**src/rtl/elevator_ctrl.sv**
```systemverilog
// elevator_ctrl: SCAN-order N-floor elevator controller
// driving a unipolar stepper through an 8-phase sequencer.
module elevator_ctrl #(
  parameter int FLOORS          = 4,
  parameter int STEPS_PER_FLOOR = 5688,
  parameter int STEP_DIV        = 80000,
  parameter int DWELL           = 50000000,
  parameter int HALF_STEP       = 1
) (
  input  logic              clk,
  input  logic              reset_p,
  input  logic [FLOORS-1:0] call,
  output logic [3:0]        motorpin,
  output logic [FLOORS-1:0] floor_led,
  output logic [FLOORS-1:0] pending,
  output logic              moving,
  output logic              dir_up,
  output logic              door_open
);
  localparam int FW = $clog2(FLOORS);
  localparam int SW = $clog2(STEPS_PER_FLOOR + 1);
  localparam int TW = $clog2(STEP_DIV);
  localparam int DW = (DWELL > 1) ? $clog2(DWELL) : 1;
  localparam logic [2:0] PH0 = (HALF_STEP != 0) ? 3'd0 : 3'd1;
  localparam logic [2:0] INC = (HALF_STEP != 0) ? 3'd1 : 3'd2;

  typedef enum logic [1:0] {
    S_IDLE,
    S_MOVE,
    S_ARRIVE,
    S_DWELL
  } state_t;

  state_t        state;
  logic [FW-1:0] floor;
  logic [2:0]    phase;
  logic [TW-1:0] step_timer;
  logic [SW-1:0] step_cnt;
  logic [DW-1:0] dwell_cnt;

  logic [FLOORS-1:0] set_mask;
  logic [FW-1:0]     floor_nxt;
  logic [2:0]        phase_nxt;
  logic any_above, any_below, any_ahead, any_behind;
  logic open_here, here_hit, here_pend, tick, last_step;

  function automatic logic [3:0] decode(input logic [2:0] p);
    logic [3:0] m;
    unique case (p)
      3'd0: m = 4'b1000;
      3'd1: m = 4'b1100;
      3'd2: m = 4'b0100;
      3'd3: m = 4'b0110;
      3'd4: m = 4'b0010;
      3'd5: m = 4'b0011;
      3'd6: m = 4'b0001;
      3'd7: m = 4'b1001;
    endcase
    return m;
  endfunction

  always_comb begin
    any_above = 1'b0;
    any_below = 1'b0;
    for (int i = 0; i < FLOORS; i++) begin
      if (pending[i] && i > int'(floor)) any_above = 1'b1;
      if (pending[i] && i < int'(floor)) any_below = 1'b1;
    end
  end

  // floor_led is kept as the one-hot copy of floor
  assign any_ahead  = dir_up ? any_above : any_below;
  assign any_behind = dir_up ? any_below : any_above;
  assign open_here  = (state == S_IDLE) || (state == S_DWELL);
  assign here_hit   = open_here && |(call & floor_led);
  assign here_pend  = |(pending & floor_led);
  assign set_mask   = open_here ? (call & ~floor_led) : call;
  assign tick       = step_timer == TW'(STEP_DIV - 1);
  assign last_step  = step_cnt == SW'(STEPS_PER_FLOOR - 1);
  assign phase_nxt  = dir_up ? phase + INC : phase - INC;

  always_comb begin
    floor_nxt = floor;
    if (dir_up && floor != FW'(FLOORS - 1))
      floor_nxt = floor + 1'b1;
    if (!dir_up && floor != '0)
      floor_nxt = floor - 1'b1;
  end

  always_ff @(posedge clk or posedge reset_p) begin
    if (reset_p) begin
      state      <= S_IDLE;
      floor      <= '0;
      floor_led  <= FLOORS'(1);
      pending    <= '0;
      dir_up     <= 1'b1;
      door_open  <= 1'b0;
      moving     <= 1'b0;
      motorpin   <= 4'b0000;
      phase      <= PH0;
      step_timer <= '0;
      step_cnt   <= '0;
      dwell_cnt  <= '0;
    end else begin
      pending <= pending | set_mask;
      unique case (state)
        S_IDLE: begin
          if (here_hit || here_pend) begin
            pending   <= (pending | set_mask) & ~floor_led;
            state     <= S_DWELL;
            door_open <= 1'b1;
            dwell_cnt <= '0;
          end else if (|pending) begin
            if (!any_ahead) dir_up <= ~dir_up;
            state      <= S_MOVE;
            moving     <= 1'b1;
            motorpin   <= decode(phase);
            step_timer <= '0;
            step_cnt   <= '0;
          end
        end
        S_MOVE: begin
          step_timer <= tick ? '0 : step_timer + 1'b1;
          if (tick) begin
            phase    <= phase_nxt;
            motorpin <= decode(phase_nxt);
            if (last_step) begin
              step_cnt  <= '0;
              floor     <= floor_nxt;
              floor_led <= FLOORS'(1) << floor_nxt;
              state     <= S_ARRIVE;
            end else begin
              step_cnt <= step_cnt + 1'b1;
            end
          end
        end
        S_ARRIVE: begin
          step_timer <= '0;
          if (here_pend) begin
            pending   <= (pending | set_mask) & ~floor_led;
            state     <= S_DWELL;
            door_open <= 1'b1;
            dwell_cnt <= '0;
            moving    <= 1'b0;
            motorpin  <= 4'b0000;
          end else if (any_ahead) begin
            state <= S_MOVE;
          end else if (any_behind) begin
            dir_up <= ~dir_up;
            state  <= S_MOVE;
          end else begin
            state    <= S_IDLE;
            moving   <= 1'b0;
            motorpin <= 4'b0000;
          end
        end
        S_DWELL: begin
          if (here_hit) begin
            dwell_cnt <= '0;
          end else if (dwell_cnt == DW'(DWELL - 1)) begin
            state     <= S_IDLE;
            door_open <= 1'b0;
            dwell_cnt <= '0;
          end else begin
            dwell_cnt <= dwell_cnt + 1'b1;
          end
        end
      endcase
    end
  end
endmodule

```
**config.mk**
```make
export PLATFORM = sky130hd
export DESIGN_NAME = elevator_ctrl
export DESIGN_NICKNAME = d
export VERILOG_FILES = /design/src/rtl/elevator_ctrl.sv
export SDC_FILE = /design/constraint.sdc
export NUM_CORES = 1
export LEC_CHECK = 0
export BUFFER_PORTS_ARGS = -buffer_cell sky130_fd_sc_hd__buf_4
export CAP_MARGIN = 5
export CORE_MARGIN = 5
export CORE_UTILIZATION = 50
export CTS_CLUSTER_DIAMETER = 80
export DETAILED_ROUTE_END_ITERATION = 10
export PLACE_DENSITY_LB_ADDON = 0.08
export SLEW_MARGIN = 20
export SYNTH_ARGS = -nofsm -noshare
export SYNTH_HDL_FRONTEND = slang
export SYNTH_SLANG_ARGS = --single-unit
```
**constraint.sdc**
```tcl
create_clock -name clk -period 6.8 [get_ports clk]
set_clock_uncertainty 0.1 [all_clocks]
set_input_delay 0.68 -clock clk [delete_from_list [all_inputs] [get_ports clk]]
set_output_delay 0.68 -clock clk [all_outputs]
set_load 0.02 [all_outputs]
```
Word level (Yosys, flattened, before mapping)
Memories as Yosys holds them, arrays and structs flattened.
Cells that the tools add are included.
{"block": "totals", "ff_bits": 78, "rom_bits": 64, "in_bits": 6, "output_inout_bits": 15, "mem_count": 2}
{"memory": "(name not given)", "depth": 8, "width": 4, "read_ports": 1, "rd_ports_with_merged_regs": 0, "write_ports": 0, "line_no": "49", "text": "unique case (p)"}
{"memory": "(name not given)", "depth": 8, "width": 4, "read_ports": 1, "rd_ports_with_merged_regs": 0, "write_ports": 0, "line_no": "49"}
{"block": "op_classes", "n_addsub": 7, "n_lt_le_gt_ge": 6, "eq_ne": 22, "shift": 1, "n_mux": 64, "bitwise": 7, "n_reduce_logical": 31}
{"op": "26-bit 2-to-1 mux", "n": 4}
{"op": "26-bit case mux with 3 select lines", "n": 1}
{"op": "13-bit 2-to-1 mux", "n": 4}
{"op": "17-bit 2-to-1 mux", "n": 3}
{"op": "17-bit case mux with 3 select lines", "n": 1}
{"op": "4-bit 2-to-1 mux", "n": 9}
{"op": "26-bit by 1-bit adder with 26-bit output (second input constant)", "n": 1}
{"op": "26-bit equality test (second input constant)", "n": 1}
{"op": "13-bit case mux with 2 select lines", "n": 1}
{"op": "1-bit 2-to-1 mux", "n": 25}
{"op": "2-bit inequality test (second input constant)", "n": 10}
{"op": "2-bit 2-to-1 mux", "n": 9}
{"op": "17-bit by 1-bit adder with 17-bit output (second input constant)", "n": 1}
{"op": "17-bit equality test (second input constant)", "n": 1}
{"op": "4-bit AND", "n": 4}
{"op": "5-bit AND reduction", "n": 3}
{"op": "13-bit by 1-bit adder with 13-bit output (second input constant)", "n": 1}
{"op": "13-bit equality test (second input constant)", "n": 1}
{"op": "4-bit case mux with 3 select lines", "n": 1}
{"op": "4-bit OR reduction", "n": 3}
{"op": "1-bit logical AND", "n": 9}
{"op": "3-bit AND reduction", "n": 3}
{"op": "2-bit case mux with 4 select lines", "n": 1}
{"op": "4-bit case mux with 2 select lines", "n": 1}
{"op": "29 further kinds", "n": 40}

Depth between registers and ports, before layout
{"block": "depth", "depth_word": 10, "mapped_depth": 9, "ltp_nobuf": 7}

Worst setup path after synthesis
Ideal clock, no wire load.
{"block": "synth_timing", "path_kind": "flip-flop to flip-flop", "start": "register pending[1]", "end": "register step_cnt[11]", "setup_ns": 0.104, "t_arrival_ns": 2.221, "required_time_ns": 6.596, "path_slack_ns": 4.375, "stages_incl_launch_ff": 8, "n_path_buf": 2, "path_cell_list": "dfrtp_1 -> a22o_1 -> a221o_1 -> buf_6 -> o31a_1 -> or3_1 -> buf_6 -> o41ai_2"}
{"block": "synth_between", "elab_chain_cells": 5}
{"element": "start: declaration", "line_no": "15", "text": "output logic [FLOORS-1:0] pending,"}
{"element": "start signal: assignment", "line_no": "105", "text": "pending <= pending | set_mask;"}
{"element": "start signal: assignment", "line_no": "109", "text": "pending <= (pending | set_mask) & ~floor_led;"}
{"element": "start signal: assignment", "line_no": "140", "text": "pending <= (pending | set_mask) & ~floor_led;"}
{"element": "4-bit AND", "line_no": "76", "text": "assign here_pend = |(pending & floor_led);"}
{"element": "4-bit OR reduction", "line_no": "76"}
{"element": "1-bit logical OR", "line_no": "108", "text": "if (here_hit || here_pend) begin"}
{"element": "2-bit inequality test (no source line)"}
{"element": "4-bit AND reduction (no source line) (*)"}
{"element": "end signal: assignment", "line_no": "133", "text": "step_cnt <= step_cnt + 1'b1;"}
{"element": "end: declaration", "line_no": "38", "text": "logic [SW-1:0] step_cnt;"}
Mark *: on every way between the ends. The rest lies on a longest branch, timed or not.
A chain may end at the register's enable or synchronous reset.

Worst setup path in the final report
{"block": "layout_timing", "start": "register state[0]", "end": "register dwell_cnt[14]"}
{"block": "layout_between", "elab_chain_cells": 6}
{"element": "start: declaration", "line_no": "34", "text": "state_t state;"}
{"element": "start signal: assignment", "line_no": "92", "text": "state <= S_IDLE;"}
{"element": "start signal: assignment", "line_no": "110", "text": "state <= S_DWELL;"}
{"element": "start signal: assignment", "line_no": "115", "text": "state <= S_MOVE;"}
{"element": "2-bit equality test / 2-bit zero test (equally long branches)", "line_no": "74, 106"}
{"element": "1-bit logical OR", "line_no": "74", "text": "assign open_here = (state == S_IDLE) || (state == S_DWELL);"}
{"element": "1-bit logical AND", "line_no": "75", "text": "assign here_hit = open_here && |(call & floor_led);"}
{"element": "1-bit logical OR", "line_no": "108"}
{"element": "2-bit by 1-bit inequality test with 1-bit output (no source line)"}
{"element": "3-bit AND reduction (no source line)"}
{"element": "end signal: assignment", "line_no": "165", "text": "dwell_cnt <= dwell_cnt + 1'b1;"}
{"element": "end: declaration", "line_no": "39", "text": "logic [DW-1:0] dwell_cnt;"}
Parallel ways exist; a longest one is shown, timed or not.

==> results.md <==
- Status: finished clean
- Final cell count without fillers: 685
- Area delta synth->final: 9.29%
- Detailed-route DRC error count: 0
- Post-synthesis sequential area ratio: 39.7%
- H-tree Lvls: 3
- Post-Route WL: 11700 um
- Worst relative slew slack: 28.2%
- CTS clk-pin slew, worst paths: 0.08 ns
- Antenna violations before repair: 0
- Total power: 0.000833 W
- Core Box Area: 9680 um2
- PostCTS Resize Cnt: 0
- Post-synth EDFFs: 0
- DP HPWL: 8070 um
- CTS Buf Count: 9
- Vias in the first global route: 3993
- Clk Tree Root Cell: clkbuf_8
- Critical path type: reg2reg
- Critical path fanouts, max: 21
- PwrDens: 155 nW/um2
- Main flop type after synthesis: dfrtp_1
- Setup TNS: 0 ns
- Vias/cell: 6.15
- All-Layer GR Usage: 21.0%
- Row count: 36
- Slew Viols, Final: 0
- CP cell instances: ha_1 -> clkinv_1 -> a211o_1 -> nor2_1 -> a22o_1
- Yosys reg bits: 78
- Die height: 109 um
- Placed Area: 5180 um2
- CTS Hold Bufs: 0
- Clock latency on the worst-skew pair: 0.36 ns
- Crit. End Element: register
- Unique cell type count in the Yosys netlist: 67
- Max capacitance violation total: 0
- Slowest stage delay, CP: 0.75 ns
- CTS Sinks: 78
- Netlist Area Pre-Place: 4930 um2
- CP required: 7.00 ns
- GRT overflow: 0
- Commonest non-fill, non-tap cell in the layout: dfrtp_1
- Initial DRC count: 190
- Gate Count Post-Synth: 535
- Synth Net Count: 558
- VDD IR-drop max: 95.9 uV
- Post-Place Cells: 669
- Yosys warning count: 0
- GP Congestion: 0.857
- P_leak: 2.27 nW
- Final Instance Area: 5390 um2
- PortBufs: 20
- Fillers: 888
- First-pass GRT wire length: 20000 um
- Vias: 4214
- Mean Syn Cell Area: 9.21 um2
- Crit path launch type: register
- Clock Path Buffers: 2
- Hold crit path type: reg2reg
- Final hold vios: 0
- Worst Max-Slew Pin Slew: 1.08 ns
- I/O pins: 21
- Worst Setup SP: state[0]$_DFFE_PP0P_
- Setup repair bufs after CTS: 0
- Wire length per cell: 17.0 um
- FF-to-FF Start: state[0]$_DFFE_PP0P_
- DIE WIDTH: 109 um
- Initial core utilization: 50.9%
- CP max-delay cell: nor2_1
- Ys async rst share: 100%
- TritonCTS clock tree: done
- Total die area: 11900 um2
- RSZ-0062 raised after global routing: no
- Diode count: 0
- HP Start: step_timer[16]$_DFFE_PP0P_
- Commonest non-fill, non-tap cells in the layout: dfrtp_1 (76), nand2_1 (39), nor2_1 (37)
- Final period utilization: 48.7%
- Fraction of final layout cells sized beyond drive strength 1: 12.9%
- Pin count of the biggest net entering global routing: 79
- Min Tclk post-route: 3.31 ns
- First-pass DRT Iterations: 4
- Final setup violation count: 0
- Layout Nets: 570
- Crit path DAT: 3.51 ns
- FMAX: 302 MHz
- ANT nets after route: 0
## metal layers
metal  track usage, %  up-vias  wire (um)
li1                 -     2080          -
met2             34.2       60       5620
met5                0        -          0
met3             2.49       14        335
met1             29.0     2060       5510
met4             7.30        0        183
## critical path, delay by kind of cell (launching register included)
kind	cells	cell delay, ns
AOI/OAI and AO/OA	2	0.83
and+or+nand+nor	1	0.75
adders and majority gates	1	0.71
buffers and inverters	1	0.47
DFF	1	0.39
## synthesized netlist by cell type, drive strengths merged, types with 2 or more instances
cell    instances  area [um2]
nor2           37         139
nand2b          4        25.0
o21bai          3        22.5
and3            5        31.3
dfrtp          76        1900
o22ai           5        31.3
o21a            4        30.0
mux2            7        78.8
inv            28         105
a221o           2        20.0
a211o           8        70.1
o211ai          2        15.0
ha             16         200
o311ai          2        17.5
clkbuf         15        56.3
or4             4        30.0
a22oi           2        15.0
o31a            2        17.5
xnor2           2        17.5
nand2          39         146
buf            10        65.1
and2            5        31.3
a31oi           5        31.3
o32ai           2        17.5
o41ai           4        50.1
a221oi          3        26.3
nor4           18         125
or3             5        31.3
or4b            5        53.8
a21oi          19        95.1
nand4          17         106
a22o           20         175
o211a           2        20.0
mux2i           7        70.1
o21ai          34         170
a211oi          8        70.1
nand3          33         178
a21o           15         113
or2             2        12.5
o31ai          28         224
nor3           10        61.3
and4            3        26.3
dfstp           2        52.6
## per-stage QoR
step / setup WS, ns / utilization [%] / hold slack (ns)
2_1_floorplan: 4.03 / - / 0.343
3_3_place_gp: 3.62 / 53.5 / 0.365
3_5_place_dp: 3.52 / 53.5 / 0.373
4_1_cts: 3.49 / 55.6 / 0.383
5_1_grt: 3.31 / 55.6 / 0.423
6_report: 3.49 / 55.6 / 0.380
## power by group
group | total (W) | internal (W) | switching, W
combinational | 0.0000120 | 0.00000246 | 0.00000952
sequential | 0.000463 | 0.000463 | 0.000000000000000000134
clock | 0.000357 | 0.000178 | 0.000179
total | 0.000833 | 0.000644 | 0.000189
## flip-flops by register name (all words and copies together), names as in the netlist
register,cells
dwell_cnt,26
step_timer,17
step_cnt,13
floor_led,4
motorpin,4
pending,4
phase,3
floor,2
state,2
dir_up,1
door_open,1
moving,1
## kinds of logic after synthesis
family,share of synthesized area (%)
and+or+nand+nor,21.1
buffers and inverters,4.67
DFF,39.7
xor gates and xnor gates,0.813
AOI/OAI and AO/OA,26.3
muxes,3.02
adders and majority gates,4.47
## final cells by class
type | instances | area (um2) | area share, %
clock buffer | 10 | 138 | 2.56
sequential | 78 | 1950 | 36.3
multi-input combinational | 403 | 2760 | 51.2
clock inverter | 6 | 61.3 | 1.14
inverter | 29 | 110 | 2.04
timing repair buffer | 26 | 199 | 3.69
tap | 133 | 166 | 3.09
## final timing paths
check / cells past startpoint / slack (ns) / end
worst max-delay path: 5 / 3.49 / dwell_cnt[14]$_DFFE_PP0P_
max in group asynchronous: 3 / 5.71 / motorpin[3]$_DFFE_PP0P_
worst max register to register: 5 / 3.49 / dwell_cnt[14]$_DFFE_PP0P_
worst min register to register: 1 / 0.38 / step_timer[16]$_DFFE_PP0P_
worst min-delay path: 1 / 0.38 / step_timer[16]$_DFFE_PP0P_
min in group asynchronous: 3 / 0.39 / step_cnt[4]$_DFFE_PP0P_
No activity file was read; power rests on OpenSTA's default activity.
